### config.mk
export PLATFORM = sky130hd
export DESIGN_NAME = karatsuba_gf2_seq
export DESIGN_NICKNAME = d
export VERILOG_FILES = /design/src/rtl/karatsuba_gf2_seq.sv
export SDC_FILE = /design/constraint.sdc
export NUM_CORES = 1
export LEC_CHECK = 0
export CAP_MARGIN = 20
export CORE_ASPECT_RATIO = 0.7
export CORE_MARGIN = 2
export CORE_UTILIZATION = 60
export CTS_CLUSTER_DIAMETER = 120
export DETAILED_ROUTE_END_ITERATION = 8
export PLACE_DENSITY_LB_ADDON = 0.3
export SLEW_MARGIN = 20
export SYNTH_ARGS = -nofsm -noshare
export SYNTH_HDL_FRONTEND = slang
export SYNTH_SLANG_ARGS = --single-unit
### constraint.sdc
create_clock -name clk -period 5.06 [get_ports clk]
set_input_delay 0.506 -clock clk [delete_from_list [all_inputs] [get_ports clk]]
set_output_delay 0.506 -clock clk [all_outputs]
set_load 0.005 [all_outputs]
### src/rtl/karatsuba_gf2_seq.sv
// Two-way Karatsuba carry-less multiplier: three half-width partial products are
// scheduled through one bit-serial shift-and-XOR engine, then combined into c.
module karatsuba_gf2_seq #(
  parameter int W = 16
) (
  input  logic           clk,
  input  logic           rst,
  // Handshakes: a transfer happens on a rising edge where valid & ready are both
  // high; a source holds its data until then, and ready never waits on valid.
  input  logic           in_valid,
  output logic           in_ready,
  input  logic [W-1:0]   a,
  input  logic [W-1:0]   b,
  output logic           out_valid,
  input  logic           out_ready,
  output logic [2*W-1:0] c,
  output logic           busy,
  output logic [1:0]     phase,
  output logic [2:0]     state_dbg
);

  localparam int L  = W / 2;
  localparam int H  = W - L;
  localparam int PW = 2 * H - 1;
  localparam int CW = (H > 1) ? $clog2(H) : 1;
  localparam logic [CW-1:0] CNT_LAST = CW'(H - 1);

  typedef enum logic [2:0] {
    S_IDLE    = 3'd0,
    S_MUL_LO  = 3'd1,
    S_MUL_HI  = 3'd2,
    S_MUL_MID = 3'd3,
    S_COMBINE = 3'd4,
    S_DONE    = 3'd5
  } state_t;

  state_t        state;
  logic [W-1:0]  a_reg;
  logic [W-1:0]  b_reg;
  logic [PW-1:0] mcand;
  logic [H-1:0]  mplier;
  logic [PW-1:0] acc;
  logic [CW-1:0] cnt;
  logic [PW-1:0] p_lo;
  logic [PW-1:0] p_hi;
  logic [PW-1:0] p_mm;

  logic [PW-1:0]  acc_next;
  logic           job_last;
  logic [2*W-1:0] c_next;

  function automatic logic [H-1:0] low_half(input logic [W-1:0] v);
    low_half = '0;
    low_half[L-1:0] = v[L-1:0];
  endfunction

  function automatic logic [H-1:0] high_half(input logic [W-1:0] v);
    high_half = v[W-1:L];
  endfunction

  function automatic logic [PW-1:0] widen(input logic [H-1:0] v);
    widen = '0;
    widen[H-1:0] = v;
  endfunction

  // The multiplicand register is pre-shifted every cycle, so bit i of the
  // multiplier always lines up with multiplicand << i.
  assign acc_next = acc ^ (mplier[0] ? mcand : '0);
  assign job_last = (cnt == CNT_LAST);

  always_comb begin
    logic [2*W-1:0] ext_lo;
    logic [2*W-1:0] ext_hi;
    logic [2*W-1:0] ext_mid;
    ext_lo  = '0;
    ext_hi  = '0;
    ext_mid = '0;
    ext_lo[PW-1:0]  = p_lo;
    ext_hi[PW-1:0]  = p_hi;
    ext_mid[PW-1:0] = p_mm ^ p_hi ^ p_lo;
    c_next = (ext_hi << (2 * L)) ^ (ext_mid << L) ^ ext_lo;
  end

  assign state_dbg = state;

  always_ff @(posedge clk) begin
    if (rst) begin
      state     <= S_IDLE;
      a_reg     <= '0;
      b_reg     <= '0;
      mcand     <= '0;
      mplier    <= '0;
      acc       <= '0;
      cnt       <= '0;
      p_lo      <= '0;
      p_hi      <= '0;
      p_mm      <= '0;
      c         <= '0;
      in_ready  <= 1'b1;
      out_valid <= 1'b0;
      busy      <= 1'b0;
      phase     <= 2'd0;
    end else begin
      case (state)
        S_IDLE: begin
          if (in_valid) begin
            a_reg    <= a;
            b_reg    <= b;
            mcand    <= widen(low_half(a));
            mplier   <= low_half(b);
            acc      <= '0;
            cnt      <= '0;
            state    <= S_MUL_LO;
            in_ready <= 1'b0;
            busy     <= 1'b1;
            phase    <= 2'd1;
          end
        end

        S_MUL_LO, S_MUL_HI, S_MUL_MID: begin
          mcand  <= mcand << 1;
          mplier <= mplier >> 1;
          acc    <= acc_next;
          cnt    <= cnt + 1'b1;
          if (job_last) begin
            acc <= '0;
            cnt <= '0;
            case (state)
              S_MUL_LO: begin
                p_lo   <= acc_next;
                mcand  <= widen(high_half(a_reg));
                mplier <= high_half(b_reg);
                state  <= S_MUL_HI;
                phase  <= 2'd2;
              end
              S_MUL_HI: begin
                p_hi   <= acc_next;
                mcand  <= widen(high_half(a_reg) ^ low_half(a_reg));
                mplier <= high_half(b_reg) ^ low_half(b_reg);
                state  <= S_MUL_MID;
                phase  <= 2'd3;
              end
              default: begin
                p_mm  <= acc_next;
                state <= S_COMBINE;
                phase <= 2'd0;
              end
            endcase
          end
        end

        S_COMBINE: begin
          c         <= c_next;
          out_valid <= 1'b1;
          state     <= S_DONE;
        end

        S_DONE: begin
          if (out_ready) begin
            out_valid <= 1'b0;
            in_ready  <= 1'b1;
            busy      <= 1'b0;
            state     <= S_IDLE;
          end
        end

        default: begin
          state     <= S_IDLE;
          in_ready  <= 1'b1;
          out_valid <= 1'b0;
          busy      <= 1'b0;
          phase     <= 2'd0;
        end
      endcase
    end
  end

endmodule

# == Yosys cells after proc, flatten, opt, wreduce, memory -nomap -nowiden ==
# Cells that the tools add are included.
# totals
register_bits,158
output_inout_bits,40
input_bits,36
# classes
n_mux,31
eq_ne,9
n_reduce_logical,16
bitwise_logic,11
addsub,1
# op_table
cell,n
$pmux W15 S2,3
$mux W15,5
$xor A15 B15 Y15,3
$pmux W8 S2,2
$xor A31 B15 Y31,1
$xor A31 B23 Y31,1
$reduce_and A3 Y1,6
$mux W8,2
$xor A8 B8 Y8,2
$mux W3,5
$pmux W3 S2,2
$pmux W3 S4,1
$eq A3 B3 Y1 const B,3
$pmux W1 S3,3
$reduce_or A4 Y1,2
$eq A3 B2 Y1 const B,2
$ne A2 B2 Y1 const B,3
$pmux W2 S3,1
$reduce_and A2 Y1,3
$mux W1,4
$mux W2,2
$not A1 Y1,4
$pmux W2 S2,1
$reduce_or A2 Y1,2
other kinds (5),5

# == Depth between registers and ports, before layout ==
# logic_depth
word_depth,4
ltp_mapped,8
ltp_nobuf,6

# == Worst setup path before layout ==
# Ideal clock, no wire load.
# synth_path
kind,register to register
start,register cnt[0]
end,register mcand[1]
slack_ps,3321
t_arrival_ps,1608
period_less_slack_ps,1739
setup_ps,130
path_stages_with_launch,8
cell_sequence,dfxtp_1 > ha_1 > ha_1 > clkbuf_2 > buf_2 > and3_1 > a2111oi_2 > o31ai_1
# synth_via
elab_chain_len,3
# synth_rtl
item,line_no,rtl
from (decl),43,logic [CW-1:0] cnt;
from (signal assigned),124,cnt <= cnt + 1'b1;
$eq A3 B3 Y1,69,assign job_last = (cnt == CNT_LAST);
$mux W15,125,if (job_last) begin
$pmux W15 S2,104,case (state)
to (signal assigned),109,mcand <= widen(low_half(a));
to (signal assigned),121,mcand <= mcand << 1;
to (signal assigned),131,mcand <= widen(high_half(a_reg));
to (decl),40,logic [PW-1:0] mcand;
# No other way between the ends.
# A chain may end at the register's enable or synchronous reset.

# == Final worst setup path ==
# layout_path
start,"register state[1], in the netlist state_dbg[1]"
end,register c[5]
# layout_via
elab_chain_len,1
# layout_rtl
item,line_no,rtl
from (decl),37,state_t state;
from (signal assigned),88,state <= S_IDLE;
from (signal assigned),113,state <= S_MUL_LO;
from (signal assigned),133,state <= S_MUL_HI;
$eq A3 B3 Y1,104,
to (signal assigned),153,c <= c_next;
to (decl),16,"output logic [2*W-1:0] c,"
# No other way between the ends.

==> results_dict.tcl <==
set metrics [dict create \
    status "finished clean" \
    startpoint_type "flip-flop" \
    min_path_type "flip-flop to flip-flop" \
    grt_max_degree 108 \
    final_core_util 0.739 \
    design_area_um2 8160 \
    yosys_warnings 0 \
    antenna_found_initial 1 \
    wl_um 16800 \
    cts_tree "done" \
    cts_resized 0 \
    grt_setup_unrepaired "no" \
    syn_area_um2 6820 \
    preCtsSetupSlack_ps 2400 \
    ant_nets 0 \
    postSynthAreaPerCell_um2 8.59 \
    ir_drop_mv 0.241 \
    grtUsageTotal 0.282 \
    synthCells 794 \
    die_height_um 93.2 \
    initialDrtViolationCount 543 \
    grt_pass1_wl_um 27800 \
    critical-path-slowest-cell "nor2_4" \
    leakage_uw 0.00270 \
    grt_pass1_vias 5746 \
    timing.slew.headroom 0.289 \
    synth-edff-count 0 \
    fin_setup_tns_ps 0 \
    clock_skew_ps 11.3 \
    tightest_slew_ps 1070 \
    final_cells 1000 \
    synth.distinct_cells 47 \
    postCtsSetupBuffers 0 \
    hpwl_um 10700 \
    powerDensity_nw_per_um2 353 \
    cts_buffer_depth 2 \
    final.setup.worst_slack_ps 2310 \
    synth.net_count 832 \
    finalSetupViolCount 0 \
    ff2ff_setup_slack_ps 2310 \
    num_io_pins 76 \
    layout_common_cells "157 x dfxtp_1, 152 x nand2_1, 76 x nor2_1, 74 x a21oi_1, 73 x clkdlybuf4s50_1" \
    critPathBufInv 1 \
    min_from "in_ready" \
    critPathMaxStageDelay_ps 860 \
    synth_ff_type "dfxtp_1" \
    n_fill_cell 833 \
    wl_per_cell_um 16.8 \
    top_usage_layer "met2" \
    dieArea_um2 12200 \
    crit_path_max_fanout 45 \
    placementRows 32 \
    numPortBuffers 74 \
    critical_path.top_delay_family "simple AND/OR/NAND/NOR gates" \
    fin_crit_ps 2750 \
    fmax_mhz 364 \
    r2r-start "state_dbg[1]" \
    crit_chain "buf_4 -> or2_1 -> nor2_4 -> nand2_1 -> a21oi_1" \
    vias 5979 \
    final-hold-violation-count 0 \
    area_growth_syn_to_layout_pct 19.7 \
    path_class "flip-flop to flip-flop" \
    slew_viol_final 0 \
    h-tree-depth 4 \
    viasPerCell 5.98 \
    final_common_cell "dfxtp_1" \
    drc 0 \
    numCtsBuffers 17 \
    final_layout_size_suffix_gt1_frac 0.0757 \
    critPathLaunch "state_dbg[1]" \
    critPathCaptureType "flip-flop" \
    synth_seq_cells 157 \
    fin_nets 871 \
    cts-root-buf "clkbuf_16" \
    largest_reg_flops 31 \
    grt_use_met2 0.477 \
    dr.pass1.iters 6 \
    dpl-instance-area_um2 7490 \
    drv_cap 0 \
    cts.clk_slew.worst_paths_ps 70 \
    clock_latency_ps 420 \
    gr-total-overflow 0 \
    gp_congestion 0.834 \
    cp.required_ps 5400 \
    initial_core_util 0.617 \
    design.core.area_um2 11100 \
    grtUsageMet3 0.0640 \
    fin_crit_sh 0.543 \
    ys_seq_area_frac 0.461 \
    hold_buffers 0 \
    clock_sinks 157 \
    worstPathArrival_ps 3090 \
    met1_usage 0.361 \
    die_w_um 131 \
    dp.cells 966 \
    synthArstFlopShare 0 \
]
-- routing by layer --
layer	wire, um	up-vias	share of wire
met3	1360	32	0.081
met2	7930	233	0.47
met1	7270	2844	0.43
met5	0	-	0
li1	-	2870	-
met4	238	0	0.014
-- layout make-up --
class	count	area, um^2	share of cell area
inverters	6	22.5	0.00276
clock buffers	17	425	0.0521
flip-flops and latches	157	3140	0.385
well taps	153	191	0.0235
multi-input cells	566	3320	0.407
diodes	1	2.50	0.000307
repair buffers	85	828	0.101
clock inverters	15	229	0.0281
-- worst paths after layout --
path,endpoint,cells after the start
max,c[5],5
min,in_ready,2
max reg2reg,c[5],5
min reg2reg,in_ready,2
-- logic make-up after synthesis --
family / synth area share
and+or+nand+nor: 0.176
AOI/OAI and AO/OA: 0.238
DFF: 0.461
buffers and inverters: 0.0530
xor gates and xnor gates: 0.0681
adders and majority gates: 0.00367
other: 0.000550
-- where the power goes --
part	total, uW	leakage, uW	internal, uW	switching (uW)
clock	1400	0.000320	847	553
sequential	1300	0.00127	1270	32.3
combinational	179	0.00111	73.7	105
total	2880	0.00270	2190	690
-- synth_stat cells, drive strengths merged (2+ instances only) --
library cell / instances / area (um^2)
nor2: 78 / 303
a211oi: 59 / 448
a311oi: 14 / 123
inv: 6 / 22.5
a2111oi: 13 / 159
o31ai: 14 / 105
o21bai: 2 / 15.0
nand2b: 3 / 41.3
a21o: 3 / 22.5
dfxtp: 157 / 3140
xor2: 15 / 131
ha: 2 / 25.0
o221ai: 2 / 17.5
o21a: 3 / 22.5
and3: 15 / 93.8
o211ai: 2 / 15.0
nor3: 4 / 30.0
a21oi: 75 / 379
clkbuf: 29 / 110
buf: 36 / 229
a31oi: 15 / 93.8
nand2: 152 / 571
nor3b: 17 / 133
o21ai: 20 / 100
xnor2: 38 / 333
a22oi: 10 / 75.1
-- per-stage QoR --
| step | hold WS (ps) | power, uW |
|---|---|---|
| final | 450 | 2880 |
| after CTS | 454 | 2880 |
| after global placement | 430 | 1490 |
| after floorplan | 421 | 1430 |
| after global routing | 475 | 2960 |
| after detailed placement | 442 | 1500 |
-- worst min-delay path: stages, from the launching register on --
cell	delay, ps
dfxtp_1	310
nand2_1	50
nand2_1	40
(Power assumes the default switching activity.)
